`src/rtl/conv_pkg.sv`:
```
// Shared types and constants for the convolution tile scheduler.
// Tile geometry, window order and scheduler states.
package conv_pkg;

    typedef enum logic [2:0] {
        S_IDLE,
        S_FETCH,
        S_LOAD,
        S_CONV,
        S_NEXT,
        S_DONE
    } sched_state_t;

    localparam int TILE_DIM    = 4;
    localparam int TILE_STRIDE = 2;
    localparam int NUM_WIN     = 4;

    localparam logic [1:0] WIN_TL = 2'd0;
    localparam logic [1:0] WIN_TR = 2'd1;
    localparam logic [1:0] WIN_BL = 2'd2;
    localparam logic [1:0] WIN_BR = 2'd3;

endpackage

```
`src/rtl/tile_addr_gen.sv`:
```
// Tile origin generator: raster walk over the image in stride-2 steps.
// Holds the current origin and flags the last tile of the pass.
module tile_addr_gen
    import conv_pkg::*;
#(
    parameter int IMG_W = 64,
    parameter int IMG_H = 64,
    parameter int CW    = 6
) (
    input  logic          clk,
    input  logic          n_rst,
    input  logic          clear,
    input  logic          advance,
    output logic [CW-1:0] tile_row,
    output logic [CW-1:0] tile_col,
    output logic          last_tile
);

    localparam logic [CW-1:0] ROW_LAST = CW'(IMG_H - TILE_DIM);
    localparam logic [CW-1:0] COL_LAST = CW'(IMG_W - TILE_DIM);
    localparam logic [CW-1:0] STEP     = CW'(TILE_STRIDE);

    logic col_last;

    assign col_last  = (tile_col == COL_LAST);
    assign last_tile = col_last && (tile_row == ROW_LAST);

    // Origin register: clear to (0,0), or step right / wrap to next row.
    always_ff @(posedge clk) begin
        if (!n_rst || clear) begin
            tile_row <= '0;
            tile_col <= '0;
        end else if (advance) begin
            if (last_tile) begin
                tile_row <= '0;
                tile_col <= '0;
            end else if (col_last) begin
                tile_row <= tile_row + STEP;
                tile_col <= '0;
            end else begin
                tile_col <= tile_col + STEP;
            end
        end
    end

endmodule

```
`src/rtl/conv_tile_scheduler.sv`:
```
// Convolution tile scheduler: fetches each 4x4 tile, loads the buffer,
// counts the four window results and tags them with output coordinates.
module conv_tile_scheduler
    import conv_pkg::*;
#(
    parameter int IMG_W = 64,
    parameter int IMG_H = 64,
    localparam int CW = $clog2(IMG_W > IMG_H ? IMG_W : IMG_H)
) (
    input  logic          clk,
    input  logic          n_rst,
    input  logic          start,
    input  logic          abort,
    output logic          fetch_req,
    output logic [CW-1:0] fetch_row,
    output logic [CW-1:0] fetch_col,
    input  logic          fetch_ack,
    output logic          load_enable,
    input  logic          calc_done,
    output logic          res_valid,
    output logic [CW-1:0] res_row,
    output logic [CW-1:0] res_col,
    output logic          busy,
    output logic          done,
    output logic          err
);

    sched_state_t  state;
    sched_state_t  state_next;
    logic [1:0]    win;
    logic          tile_clear;
    logic          tile_advance;
    logic          last_tile;
    logic          accept;
    logic [CW-1:0] tile_row;
    logic [CW-1:0] tile_col;

    tile_addr_gen #(
        .IMG_W(IMG_W),
        .IMG_H(IMG_H),
        .CW   (CW)
    ) u_addr (
        .clk      (clk),
        .n_rst    (n_rst),
        .clear    (tile_clear),
        .advance  (tile_advance),
        .tile_row (tile_row),
        .tile_col (tile_col),
        .last_tile(last_tile)
    );

    // A window result counts only in CONV and only if not cancelled.
    assign accept = (state == S_CONV) && calc_done && !abort;

    // Next-state and tile-walk control; abort overrides everything.
    always_comb begin
        state_next   = state;
        tile_clear   = 1'b0;
        tile_advance = 1'b0;
        if (abort) begin
            state_next = S_IDLE;
            tile_clear = 1'b1;
        end else begin
            unique case (state)
                S_IDLE: begin
                    if (start) begin
                        state_next = S_FETCH;
                        tile_clear = 1'b1;
                    end
                end
                S_FETCH: begin
                    if (fetch_ack) begin
                        state_next = S_LOAD;
                    end
                end
                S_LOAD: begin
                    state_next = S_CONV;
                end
                S_CONV: begin
                    if (calc_done && win == WIN_BR) begin
                        state_next = S_NEXT;
                    end
                end
                S_NEXT: begin
                    tile_advance = 1'b1;
                    state_next   = last_tile ? S_DONE : S_FETCH;
                end
                S_DONE: begin
                    state_next = S_IDLE;
                end
                default: begin
                    state_next = S_IDLE;
                end
            endcase
        end
    end

    // State-decoded strobes and the fetch origin.
    always_comb begin
        fetch_req   = (state == S_FETCH);
        load_enable = (state == S_LOAD);
        busy        = (state != S_IDLE);
        done        = (state == S_DONE);
        fetch_row   = tile_row;
        fetch_col   = tile_col;
    end

    // State, window counter, result tagging and sticky error flag.
    always_ff @(posedge clk) begin
        if (!n_rst) begin
            state     <= S_IDLE;
            win       <= WIN_TL;
            res_valid <= 1'b0;
            res_row   <= '0;
            res_col   <= '0;
            err       <= 1'b0;
        end else begin
            state     <= state_next;
            res_valid <= accept;
            if (abort || state == S_LOAD) begin
                win <= WIN_TL;
            end else if (accept) begin
                win <= win + 2'd1;
            end
            if (abort) begin
                res_row <= '0;
                res_col <= '0;
            end else if (accept) begin
                res_row <= tile_row + CW'(win[1]);
                res_col <= tile_col + CW'(win[0]);
            end
            if (state == S_IDLE && start && !abort) begin
                err <= 1'b0;
            end else if (calc_done && state != S_CONV) begin
                err <= 1'b1;
            end
        end
    end

endmodule

```
`config.mk`:
```
export PLATFORM = sky130hd
export DESIGN_NAME = conv_tile_scheduler
export DESIGN_NICKNAME = d
export VERILOG_FILES = /design/src/rtl/conv_pkg.sv /design/src/rtl/tile_addr_gen.sv /design/src/rtl/conv_tile_scheduler.sv
export SDC_FILE = /design/constraint.sdc
export NUM_CORES = 1
export LEC_CHECK = 0
export ABC_AREA = 1
export BUFFER_PORTS_ARGS = -buffer_cell sky130_fd_sc_hd__buf_2
export CAP_MARGIN = 20
export CORE_ASPECT_RATIO = 0.9
export CORE_UTILIZATION = 40
export CTS_CLUSTER_SIZE = 28
export DETAILED_ROUTE_END_ITERATION = 12
export SLEW_MARGIN = 20
export SYNTH_ARGS = -nofsm -noshare
export SYNTH_HDL_FRONTEND = slang
export SYNTH_SLANG_ARGS = --single-unit
```
`constraint.sdc`:
```
create_clock -name clk -period 2.9 [get_ports clk]
set_input_delay 0.435 -clock clk [delete_from_list [all_inputs] [get_ports clk]]
set_output_delay 0.435 -clock clk [all_outputs]
set_load 0.1 [all_outputs]
```
==> reports/qor_table.md <==
| Quantity | Value | Unit |
|---|---|---|
| Critical Path Slowest Stage Cell | sky130_fd_sc_hd__buf_2 | - |
| Count of distinct cell types in the synthesized netlist | 31 | - |
| Final hold vios | 0 | - |
| Core region area | 3480 | um^2 |
| Worst path bufs/invs | 1 | - |
| Worst setup SP type | flip-flop | - |
| Count of filler cells inserted in the layout | 340 | - |
| Unrepaired setup endpoints after global routing | false | - |
| Die height | 60.2 | um |
| Routed WL | 3290 | um |
| Combinational family with the most area after synthesis | simple AND/OR/NAND/NOR gates | - |
| Effective utilization at floorplan | 43.3 | % |
| Portion of the post-synthesis area used by sequential elements | 38.6 | % |
| Inserted Diodes | 0 | - |
| Static leakage | 0.888 | nW |
| Xor-xnor portion of the synthesized cell area | 2.33 | % |
| Worst clock skew on the final layout | 0.00573 | ns |
| Max-slew violation count | 0 | - |
| Count of instances resized after the clock tree is built | 0 | - |
| Via-per-instance ratio | 4.86 | - |
| Worst-path maximum fanout | 8 | - |
| Residual DRC count | 0 | - |
| Growth of design area from synthesis to finish | 18.3 | % |
| Total number of vias | 1365 | - |
| Die extent in x | 66.7 | um |
| Shortest period the worst path allows | 1.99 | ns |
| Maximum cell stage delay along the critical path | 0.44 | ns |
| Overflow left after global routing | 0 | - |
| Setup Total Neg Slack | 0 | ns |
| Via count of the first global-routing pass | 1122 | - |
| Avg Cell Area, Syn | 7.49 | um^2 |
| Status | finished clean | - |
| Overall power consumption | 0.841 | mW |
| Row count | 20 | - |
| Simple-gate portion of the synthesized area | 30.8 | % |
| Max-cap violations | 0 | - |
| Comb pwr share | 7.8 | % |
| Deepest level of the CTS H-tree | 2 | - |
| Setup fix buffers added after clock tree synthesis | 0 | - |
| Clock-pin transition on the worst setup and hold timing paths | 0.06 | ns |
| Period utilization | 68.7 | % |
| Maximum operating frequency | 0.502 | GHz |
| Post-route cell area | 1780 | um^2 |
| Fraction of final layout cells sized beyond drive strength 1 | 24.1 | % |
| Final Setup Violations | 0 | - |
| Number of antenna violations at the first check in global routing | 0 | - |
| CP Class | flip-flop to output port | - |
| Cell area after synthesis | 1510 | um^2 |
| Share of the synthesized area in compound gates (AO/OA/AOI/OAI) | 13.6 | % |
| Wire length of the first global-routing pass | 5310 | um |
| All-layer global routing usage | 18.1 | % |
| Required arrival time at the worst endpoint | 2.47 | ns |
| Port-buffer cells | 33 | - |
| DR iter-0 viols | 80 | - |
| Final GP Congestion | 0.823 | - |
| Drt wl/cell | 11.7 | um |
| Total die area | 4010 | um^2 |
| Worst Hold Slack | 0.410 | ns |
| Net switching power | 0.214 | mW |
| CTS tree | built | - |
| CTS max path bufs | 2 | - |
| Critical path arrival | 1.56 | ns |
| Yosys warns | 0 | - |
| ANT nets after route | 0 | - |
| Clock network latency to the later pin of the worst-skew pair | 0.28 | ns |
| Max rail drop VDD | 212 | uV |
| Internal power contribution | 0.627 | mW |
| Worst min-delay path category | input port to flip-flop | - |
| Placement Cell Area | 1680 | um^2 |
| Part of the power in registers | 48.0 | % |
| Synthesized netlist cell count | 201 | - |
| Number of detailed-routing iterations run before antenna repair | 5 | - |
| DP Wirelength | 2440 | um |
| Sort of element at the end of the critical path | output port | - |
| CP Cell Sequence | or2_2 -> nor2_1 -> buf_2 | - |
| Pin count of the biggest net entering global routing | 12 | - |
| I/O pins | 36 | - |
| # nets final | 246 | - |
| Multiplexer fraction of the synthesized cell area | 0 | % |
| CTS Sinks | 29 | - |
| Clk root buf | sky130_fd_sc_hd__clkbuf_8 | - |
| Fraction of power spent switching nets | 25.5 | % |
| Clock buffers created by TritonCTS | 5 | - |
| Number of buffers added to fix hold violations after cts | 0 | - |
| Clock network power share | 44.2 | % |
| PD cells | 472 | nW/um^2 |
| Number of register bits inferred by synthesis | 29 | - |
| Cell family contributing the most delay on the critical path | buffers and inverters | - |
| Adder-cell share of the synthesized area | 3.33 | % |
==> layout make-up <==
class                           count  area [um^2]  share of cell area, %
Sequential cell                    29          581                   32.6
Tap cell                           44         55.1                   3.09
Inverter                           28          105                   5.90
Multi-Input combinational cell    138          766                   43.0
Clock inverter                      1         5.00                  0.281
Clock buffer                        7         96.3                   5.41
Timing Repair Buffer               34          173                   9.70
==> stage by stage <==
step	util [%]	setup slack, ns	cells
floorplan	-	0.487	203
global placement	48.3	1.19	273
detailed placement	48.3	1.20	273
CTS	51.2	0.889	281
global route	51.2	0.819	281
finish	51.2	0.908	281
==> final timing paths <==
path	to	from	slack, ns	cells after the start
max	load_enable	state[0]	0.91	3
min	err	n_rst	0.41	3
max reg2reg	res_row[4]	state[0]	1.39	6
min reg2reg	res_col[0]	res_col[0]	0.48	2
==> power by group through the flow <==
stage | logic, mW | registers [mW] | clock network, mW
after floorplan | 0.0499 | 0.419 | 0
after global placement | 0.0663 | 0.412 | 0
after detailed placement | 0.0662 | 0.412 | 0
after CTS | 0.0663 | 0.403 | 0.380
after global routing | 0.0708 | 0.403 | 0.401
final | 0.0659 | 0.403 | 0.372
==> per-layer routing <==
metal | global-route usage, % | routed length [um]
met5 | 0 | 0
met3 | 6.87 | 142
met1 | 26.2 | 1760
met2 | 24.8 | 1370
met4 | 4.56 | 24
==> worst min-delay path: stages <==
cell                      delay (ns)
sky130_fd_sc_hd__buf_2          0.10
sky130_fd_sc_hd__o21ai_0        0.06
sky130_fd_sc_hd__nor2_1         0.05
==> flip-flops by register name, summed over array words and instances, names as in the netlist <==
name	flops
state	3
win	2
res_row	6
u_addr.tile_col	5
err	1
res_valid	1
u_addr.tile_row	5
res_col	6
==> layout by cell type (no fill, tap or decap), drive strengths merged, types with 2 or more instances in the layout <==
cell type / count
xor2: 3
nor3: 2
nor2: 21
o21ai: 12
conb: 3
nand3: 18
inv: 28
ha: 4
buf: 34
dfxtp: 29
nand4: 6
o211ai: 3
clkbuf: 7
a21oi: 17
o21a: 5
nand2: 40
==> synth_stat cells, drive strengths merged <==
cell / instances / area share, %
o21a: 5 / 2.5
nor2: 21 / 8.3
inv: 28 / 7.0
dfxtp: 29 / 39
xnor2: 1 / 0.58
nor3: 2 / 0.67
nand3b: 1 / 0.50
nor3b: 1 / 0.83
or2: 1 / 0.42
clkbuf: 3 / 1.5
o21ai: 12 / 4.0
a21oi: 17 / 5.7
xor2: 3 / 1.7
nand2: 40 / 11
buf: 5 / 2.6
o211ai: 3 / 1.5
nand3: 18 / 6.7
nand4: 6 / 2.5
ha: 4 / 3.3
conb: 1 / 0.25
==> kinds of logic after synthesis <==
logic type	Yosys count
compound gates	37
simple gates	90
other cells	1
fa+ha+maj	4
flops	29
xor+xnor	4
buf+inv	36
No activity file was read; power rests on OpenSTA's default activity.
